==> src/rtl/sisc_pkg.sv <==
// Shared SISC definitions: opcodes, instruction field positions, status bit
// indices and the default program-counter width.
package sisc_pkg;

  localparam int PC_W_DEF = 16;

  typedef enum logic [3:0] {
    OP_NOOP = 4'h0,
    OP_ALU  = 4'h1,
    OP_LOD  = 4'h2,
    OP_STR  = 4'h3,
    OP_BRA  = 4'h4,
    OP_BRR  = 4'h5,
    OP_BNE  = 4'h6,
    OP_BNR  = 4'h7,
    OP_HLT  = 4'hF
  } opcode_e;

  localparam int OPC_HI = 31;
  localparam int OPC_LO = 28;
  localparam int MM_HI  = 27;
  localparam int MM_LO  = 24;
  localparam int IMM_HI = 15;
  localparam int IMM_LO = 0;

  // Status register layout {C,V,N,Z}
  localparam int STAT_C = 3;
  localparam int STAT_V = 2;
  localparam int STAT_N = 1;
  localparam int STAT_Z = 0;

endpackage

==> src/rtl/br_cond.sv <==
// Combinational branch resolver: decides whether the branch held in IR is
// taken given the mask field and the latched status flags.
module br_cond
  import sisc_pkg::*;
(
  input  logic [3:0] opcode,
  input  logic [3:0] mm,
  input  logic [3:0] stat,
  output logic       br_taken
);

  logic mask_hit;

  assign mask_hit = (mm & stat) != 4'b0000;

  always_comb begin
    br_taken = 1'b0;
    case (opcode)
      OP_BRA, OP_BRR: br_taken = (mm == 4'b0000) || mask_hit;
      OP_BNE, OP_BNR: br_taken = !mask_hit;
      default:        br_taken = 1'b0;
    endcase
  end

endmodule

==> src/rtl/fetch_unit.sv <==
// SISC fetch datapath: PC, IR, status register and sticky halt flag.
// Optional branch statistics counters are built when FETCH_BR_STATS_EN is defined.
module fetch_unit
  import sisc_pkg::*;
#(
  parameter int              PC_W     = PC_W_DEF,
  parameter logic [PC_W-1:0] RESET_PC = '0
) (
  input  logic            clk,
  input  logic            rst_f,
  input  logic            pc_rst,
  input  logic            pc_write,
  input  logic            pc_sel,
  input  logic            br_sel,
  input  logic            ir_load,
  input  logic            stat_en,
  input  logic [3:0]      alu_stat,
  input  logic [31:0]     imem_data,
  output logic [PC_W-1:0] pc_out,
  output logic [31:0]     ir,
  output logic [3:0]      opcode,
  output logic [3:0]      mm,
  output logic [15:0]     imm,
  output logic [3:0]      stat,
  output logic            br_taken,
`ifdef FETCH_BR_STATS_EN
  output logic [15:0]     br_total_cnt,
  output logic [15:0]     br_taken_cnt,
`endif
  output logic            halted
);

  logic [PC_W-1:0] pc;
  logic [PC_W-1:0] pc_inc;
  logic [PC_W-1:0] br_target;
  logic [PC_W-1:0] pc_next;
  logic            pc_upd;

  assign opcode = ir[OPC_HI:OPC_LO];
  assign mm     = ir[MM_HI:MM_LO];
  assign imm    = ir[IMM_HI:IMM_LO];
  assign pc_out = pc;

  br_cond u_br_cond (
    .opcode   (opcode),
    .mm       (mm),
    .stat     (stat),
    .br_taken (br_taken)
  );

  // Relative offsets are signed so a 16-bit imm can step backwards on any PC_W.
  assign pc_inc    = pc + PC_W'(1);
  assign br_target = br_sel ? PC_W'(imm) : pc + PC_W'($signed(imm));

  always_comb begin
    pc_next = pc;
    if (!pc_sel)       pc_next = pc_inc;
    else if (br_taken) pc_next = br_target;
  end

  assign pc_upd = !pc_rst && !halted && pc_write;

  always_ff @(posedge clk or negedge rst_f) begin
    if (!rst_f) begin
      pc     <= RESET_PC;
      ir     <= '0;
      stat   <= '0;
      halted <= 1'b0;
    end else begin
      if (stat_en) stat <= alu_stat;
      if (!halted && ir_load) ir <= imem_data;
      if (pc_rst) begin
        pc     <= RESET_PC;
        halted <= 1'b0;
      end else if (!halted) begin
        if (pc_write) pc <= pc_next;
        if (ir_load && imem_data[OPC_HI:OPC_LO] == OP_HLT) halted <= 1'b1;
      end
    end
  end

`ifdef FETCH_BR_STATS_EN
  always_ff @(posedge clk or negedge rst_f) begin
    if (!rst_f) begin
      br_total_cnt <= '0;
      br_taken_cnt <= '0;
    end else if (pc_upd && pc_sel) begin
      if (br_total_cnt != 16'hFFFF) br_total_cnt <= br_total_cnt + 16'd1;
      if (br_taken && br_taken_cnt != 16'hFFFF) br_taken_cnt <= br_taken_cnt + 16'd1;
    end
  end
`endif

endmodule

==> config.mk <==
export PLATFORM = sky130hd
export DESIGN_NAME = fetch_unit
export DESIGN_NICKNAME = d
export VERILOG_FILES = /design/src/rtl/sisc_pkg.sv /design/src/rtl/br_cond.sv /design/src/rtl/fetch_unit.sv
export SDC_FILE = /design/constraint.sdc
export NUM_CORES = 1
export LEC_CHECK = 0
export CORE_ASPECT_RATIO = 0.6
export CORE_MARGIN = 2
export CORE_UTILIZATION = 45
export DETAILED_ROUTE_END_ITERATION = 6
export PLACE_DENSITY = 0.79
export SLEW_MARGIN = 20
export SYNTH_ARGS = -nofsm -noshare
export SYNTH_HDL_FRONTEND = slang
export SYNTH_HIERARCHICAL = 1
export SYNTH_SLANG_ARGS = --single-unit
==> constraint.sdc <==
create_clock -name clk -period 2.4 [get_ports clk]
set_input_delay 0.36 -clock clk [delete_from_list [all_inputs] [get_ports clk]]
set_output_delay 0.36 -clock clk [all_outputs]
set_load 0.1 [all_outputs]
======== After elaboration in Yosys (flattened, before gate mapping) ========
Cells that the tools add are included.
word-level totals
  register bits after elaboration ......... 53
  bits of input ports ..................... 44
operators by class
  add/sub/neg operators ................... 2
  multiplexer cells ....................... 10
  bitwise logic cells ..................... 1
  equality and inequality tests ........... 7
  reduce and logical (&&, ||, !) cells .... 11
operators by type and width
  kind                     number
  $mux W16                 6
  $add A16 B1 Y16 const B  1
  $add A16 B16 Y16         1
  $eq A4 B3 Y1 const B     4
  $and A4 B4 Y4            1
  $eq A4 B4 Y1 const B     1
  $logic_not A4 Y1         1
  $reduce_bool A4 Y1       1
  $reduce_or A2 Y1         2
  $mux W1                  3
  $ne A3 B2 Y1 const B     1
  $reduce_and A3 Y1        1
  $logic_and A1 B1 Y1      2
  $logic_not A1 Y1         2
  $ne A2 B2 Y1 const B     1
  $pmux W1 S2              1
  $reduce_bool A2 Y1       1
  $logic_or A1 B1 Y1       1

======== Depth between registers and ports, before layout ========
Gate-level depths: netlist (run 1).
  depth after elaboration ................. 9
  mapped depth ............................ 9

======== Modules after synthesis ========
Netlist (run 1), hierarchy kept.
by module, submodules not included
  module      area each (um^2)  sequential area each (um^2)  cells an instance  times used
  fetch_unit  3642.2            1326.3                       395                1
  br_cond     47.5              0.0                          6                  1

======== Worst setup path after synthesis (run 1) ========
Ideal clock, no wire load.
  path kind ............................... register -> register
  start ................................... register ir[26]
  end ..................................... register pc[13], in the netlist pc_out[13]
  setup slack ............................. -1.037 ns
  clock period less this slack ............ 3.437 ns
  cell stages (with the launch flop) ...... 8
  data arrival time ....................... 3.317 ns
  cells stage by stage .................... dfrtp_1 -> a22o_1 -> nor4_1 -> and4bb_1 -> nand3_1 -> a21o_1 -> o41ai_1 -> and3b_1
between the ends
  cells in the longest elaborated chain, start to end .. 6
RTL lines
  element                                                        line                          text
  start, declared                                                fetch_unit.sv:20              output logic [31:0] ir,
  start signal, assigned                                         fetch_unit.sv:71              if (!halted && ir_load) ir <= imem_data;
  $and A4 B4 Y4                                                  br_cond.sv:14                 assign mask_hit = (mm & stat) != 4'b0000;
  $reduce_bool A4 Y1                                             br_cond.sv:14
  $logic_not A1 Y1 / $logic_or A1 B1 Y1 (equally long branches)  br_cond.sv:20, br_cond.sv:19
  $pmux W1 S2 (*)                                                br_cond.sv:18                 case (opcode)
  via br_taken                                                   fetch_unit.sv:25              output logic br_taken,
  $ne A3 B2 Y1 (no source line) (*)                              --
  $reduce_and A3 Y1 (no source line) (*)                         --
  end signal, assigned                                           fetch_unit.sv:76              if (pc_write) pc <= pc_next;
  end, declared                                                  fetch_unit.sv:33              logic [PC_W-1:0] pc;
The timed path passes the listed nets; every way through them passes the cells marked *.
A chain may end at the register's enable or synchronous reset.

======== Final worst setup path (run 1) ========
  start ................................... register ir[25]
  end ..................................... register pc[7], in the netlist pc_out[7]
between the ends
  cells in the longest elaborated chain, start to end .. 6
RTL lines
  element                                                        line
  $and A4 B4 Y4                                                  br_cond.sv:14
  $reduce_bool A4 Y1                                             br_cond.sv:14
  $logic_not A1 Y1 / $logic_or A1 B1 Y1 (equally long branches)  br_cond.sv:20, br_cond.sv:19
  $pmux W1 S2 (*)                                                br_cond.sv:18
  $ne A3 B2 Y1 (no source line) (*)                              --
  $reduce_and A3 Y1 (no source line) (*)                         --
Mark *: on every way between the ends. The rest lies on a longest branch, timed or not.

==> summary.md, run 1 <==
| Metric | Value |
|---|---|
| Initial antenna violation count | 0 |
| CTS root buf | clkbuf_16 |
| Hold bufs inserted after CTS | 0 |
| Die X-Extent | 120.9 um |
| Normalized max-slew margin | 0.6000 |
| Hpwl dp | 8830 um |
| Reg-to-reg startpoint | ir[25] |
| F_max | 0.4397 GHz |
| Clock latency on the worst-skew pair | 290 ps |
| Via/cell ratio | 5.887 |
| RSZ-0062 raised after global routing | yes |
| Cells along the critical path | nor4_2, nor4_2, and4bb_4, o21ai_2, buf_4, a311oi_1, o32ai_1, a41o_1 |
| Crit path DAT | 2460 ps |
| Final Setup Violations | 0 |
| CTS clk-pin slew, worst paths | 80 ps |
| CP required | 2590 ps |
| Port Buf Inserts | 121 |
| Max-slew violation count | 0 |
| Global-route wire length before repair | 17670 um |
| Die Area | 8964 sq um |
| Final min period | 2274 ps |
| Final Hold Slack | 62.21 ps |
| Final period utilization | 0.9476 |
| Hold crit path type | input port to async pin |
| Pre-CTS WS | 27.12 ps |
| Area grow syn2layout | 39.06% |
| End of the worst register-to-register path | pc_out[7] |
| Psw | 1.835 mW |
| Sw Share | 0.4906 |
| Crit Path Max Fanout | 5 |
| Initial DRT Pass Iterations | 5 |
| Maximum VDD drop | 0.5158 mV |
| Largest net degree at the start of global routing | 32 |
| Non-filler cells, final | 626 |
| Top_reg_cell synth | dfrtp_1 |
| Tot GR Track Use | 0.2528 |
| Worst path slowest cell | dfrtp_4 |
| Cell area after synthesis | 3690 sq um |
| Worst setup SP type | flip-flop |
| # H-tree levels | 2 |
| Placer Congestion | 0.9709 |
| Leakage Power | 2.207 nW |
| Cells after synthesis | 401 |
| Mapped Nets | 462 |
| Syn avg cell area | 9.201 sq um |
| Max Root-Sink Buffers | 2 |
| Most used cell, CP | nor4_2 |
| Crit-path max cell delay | 510 ps |
| Async set-reset flop share out of synthesis | 1.000 |
| Status | complete, no violations |
| Share of layout cells above drive strength 1 | 0.3977 |
| Setup crit end kind | flip-flop |
| Fin nets | 578 |
| 1st-iter DRT viols | 332 |
| Row cnt | 25 |
| GRT overflow | 0 |
| Core Area | 7914 sq um |
| Ant diodes | 0 |
| Sequential share of the synthesized area | 0.3594 |
| Final setup margin | 125.8 ps |
| Clock Skews | 5.903 ps |
| Int Pwr | 1.906 mW |
| MaxCap Viol Count | 0 |
| Number of synthesized flops with an enable pin | 0 |
| Vias in the first global route | 3378 |
| Die Ht | 74.14 um |
| Vias | 3685 |
| Reg power frac | 0.295 |
| Clk pwr share | 0.207 |
| Initial Utilization | 0.4662 |
| Number of remaining DRC errors | 0 |
| Top-Level Pins | 122 |
| Ys Warns | 6 |
| TritonCTS clock tree | built |
| Area of the multi-input gates | 2152 sq um |
| FF+latch area | 1381 sq um |
| Slew @ Worst Pin | 600.0 ps |
| Power Density | 729.1 nW/um^2 |
| Overall Power | 3.741 mW |
| # clock sinks | 53 |
| Routed len/inst | 18.20 um |
| Wirelength, routed | 11390 um |
| Final hold vios | 0 |
| Type of the worst setup path | flip-flop to flip-flop |
| Final core utilization | 0.6484 |
| Part of the power in combinational logic | 0.498 |
| Crit path from | ir[25] |
| Synth cell types | 61 |
| Final ANT Viol Nets | 0 |
| R2r setup slk | 130 ps |
| Cell count after placement | 614 |
| TritonCTS buffer count | 5 |
| Synth Register Bits | 53 |
| R2R depth | 8 |
| Fillers | 638 |
==> synth_stat cells, types with 2 or more instances <==
master / instances / area [sq um]
a211o_1: 2 / 17.52
a211oi_1: 5 / 37.54
a21o_1: 6 / 45.04
a21oi_1: 33 / 165.2
a221oi_1: 2 / 17.52
a22o_1: 2 / 17.52
a22oi_1: 2 / 15.01
a311oi_1: 3 / 26.28
a31o_2: 4 / 35.03
a31oi_1: 9 / 56.30
a32oi_1: 2 / 17.52
and2_1: 2 / 12.51
and3_1: 5 / 31.28
buf_4: 24 / 180.2
clkbuf_1: 15 / 56.30
dfrtp_1: 53 / 1326
ha_1: 16 / 200.2
inv_1: 10 / 37.54
mux2_2: 37 / 416.7
mux2i_1: 3 / 30.03
nand2_1: 36 / 135.1
nand2b_1: 2 / 12.51
nand3_1: 6 / 30.03
nand4_1: 6 / 37.54
nor2_1: 26 / 97.59
nor2b_1: 5 / 31.28
nor3_1: 10 / 50.05
nor4_1: 7 / 43.79
o21a_1: 3 / 22.52
o21ai_0: 22 / 110.1
o21ai_1: 2 / 10.01
o221ai_1: 2 / 17.52
o22ai_1: 4 / 25.02
o311ai_0: 2 / 17.52
or3_1: 2 / 12.51
xnor2_1: 3 / 26.28
xor2_1: 4 / 35.03
==> worst max path at each step <==
stage                             to  slack (ps)  depth (start not counted)
after floorplan           pc_out[13]        -130                          7
after global placement    pc_out[10]          50                         10
after detailed placement  pc_out[10]          30                         10
after CTS                 pc_out[10]           6                         10
after global routing      pc_out[15]          -1                          9
final                      pc_out[7]         130                          8
==> flip-flops by register name (all words and copies together), names as in the netlist <==
name    count
pc_out     16
ir         32
halted      1
stat        4
==> cell usage in the layout, fill, tap and decap left out, types with 3 or more instances in the layout <==
cell / Yosys / layout
xor2_1: 4 / 4
buf_4: 24 / 104
ha_1: 16 / 15
a31o_2: 4 / 4
dfrtp_2: 0 / 23
and3_1: 5 / 5
clkdlybuf4s50_1: 0 / 42
o22ai_1: 4 / 4
nor2_1: 26 / 26
a21oi_1: 33 / 31
nand4_1: 6 / 6
nor4_1: 7 / 5
a21o_1: 6 / 6
mux2_2: 37 / 37
xnor2_1: 3 / 3
clkbuf_16: 0 / 5
nand2_1: 36 / 36
a31oi_1: 9 / 9
nor3_1: 10 / 10
nor2b_1: 5 / 3
a311oi_1: 3 / 3
dfrtp_1: 53 / 23
o21ai_0: 22 / 21
nand3_1: 6 / 5
nor4_2: 1 / 3
mux2i_1: 3 / 3
dfrtp_4: 0 / 7
a211oi_1: 5 / 5
inv_1: 10 / 10
==> repair_timing <==
item	CTS	global route
setup buffers	0	4
gates resized for setup	0	14
setup endpoints to repair	0	9
==> power by group through the flow <==
stage / registers, mW / clock network [mW] / logic (mW)
5_1_grt: 1.12 / 0.828 / 1.94
3_3_place_gp: 1.12 / 0 / 1.81
6_report: 1.10 / 0.775 / 1.86
4_1_cts: 1.10 / 0.789 / 1.83
2_1_floorplan: 1.72 / 0 / 0.818
3_5_place_dp: 1.12 / 0 / 1.82
==> layer usage <==
| metal | vias up | global-route usage | wire [um] |
|---|---|---|---|
| li1 | 1722 | - | - |
| met1 | 1777 | 0.3894 | 5498 |
| met2 | 182 | 0.3627 | 4726 |
| met3 | 4 | 0.06518 | 1123 |
| met4 | 0 | 0.03488 | 44 |
| met5 | - | 0 | 0 |
==> kinds of logic (layout without fill, tap and decap cells) <==
| group | Yosys count | count (layout) | share of synthesized area |
|---|---|---|---|
| AOI/OAI and AO/OA | 116 | 116 | 0.2058 |
| xor gates and xnor gates | 7 | 7 | 0.01662 |
| adders and majority gates | 17 | 17 | 0.05968 |
| buffers and inverters | 52 | 169 | 0.07799 |
| DFF | 53 | 53 | 0.3594 |
| muxes | 40 | 40 | 0.1211 |
| and+or+nand+nor | 116 | 116 | 0.1594 |
==> cell type report <==
| cell class | instances | share of cell area |
|---|---|---|
| inverter | 10 | 0.007315 |
| multi-input combinational | 296 | 0.4194 |
| sequential | 53 | 0.2692 |
| clock inverter | 2 | 0.003414 |
| timing repair buffer | 151 | 0.2473 |
| tap | 108 | 0.02634 |
| clock buffer | 6 | 0.02707 |
==> critical path, delay by kind of cell (launching register included) <==
| family | cells | cell delay, ps |
|---|---|---|
| buffers and inverters | 1 | 180 |
| AND/OR/NAND/NOR | 3 | 750 |
| flip-flops | 1 | 510 |
| AO/OA/AOI/OAI | 4 | 730 |
==> stage by stage <==
| stage | TNS, ps | instance area [sq um] |
|---|---|---|
| 2_1_floorplan | -375.3 | 3781 |
| 3_3_place_gp | 0 | 4887 |
| 3_5_place_dp | 0 | 4887 |
| 4_1_cts | 0 | 5044 |
| 5_1_grt | -1.195 | 5131 |
| 6_report | 0 | 5131 |
No activity file was read; power rests on OpenSTA's default activity.
==> run 2, diff against run 1 <==
--- a/config.mk
+++ b/config.mk
@@ -10,6 +10,7 @@
 export CORE_UTILIZATION = 45
 export DETAILED_ROUTE_END_ITERATION = 6
 export PLACE_DENSITY = 0.79
+export SKIP_CTS_REPAIR_TIMING = 1
 export SLEW_MARGIN = 20
 export SYNTH_ARGS = -nofsm -noshare
 export SYNTH_HDL_FRONTEND = slang
==> results of run 2 <==
No change in the layout: final DEF, timing and power equal those of run 1.
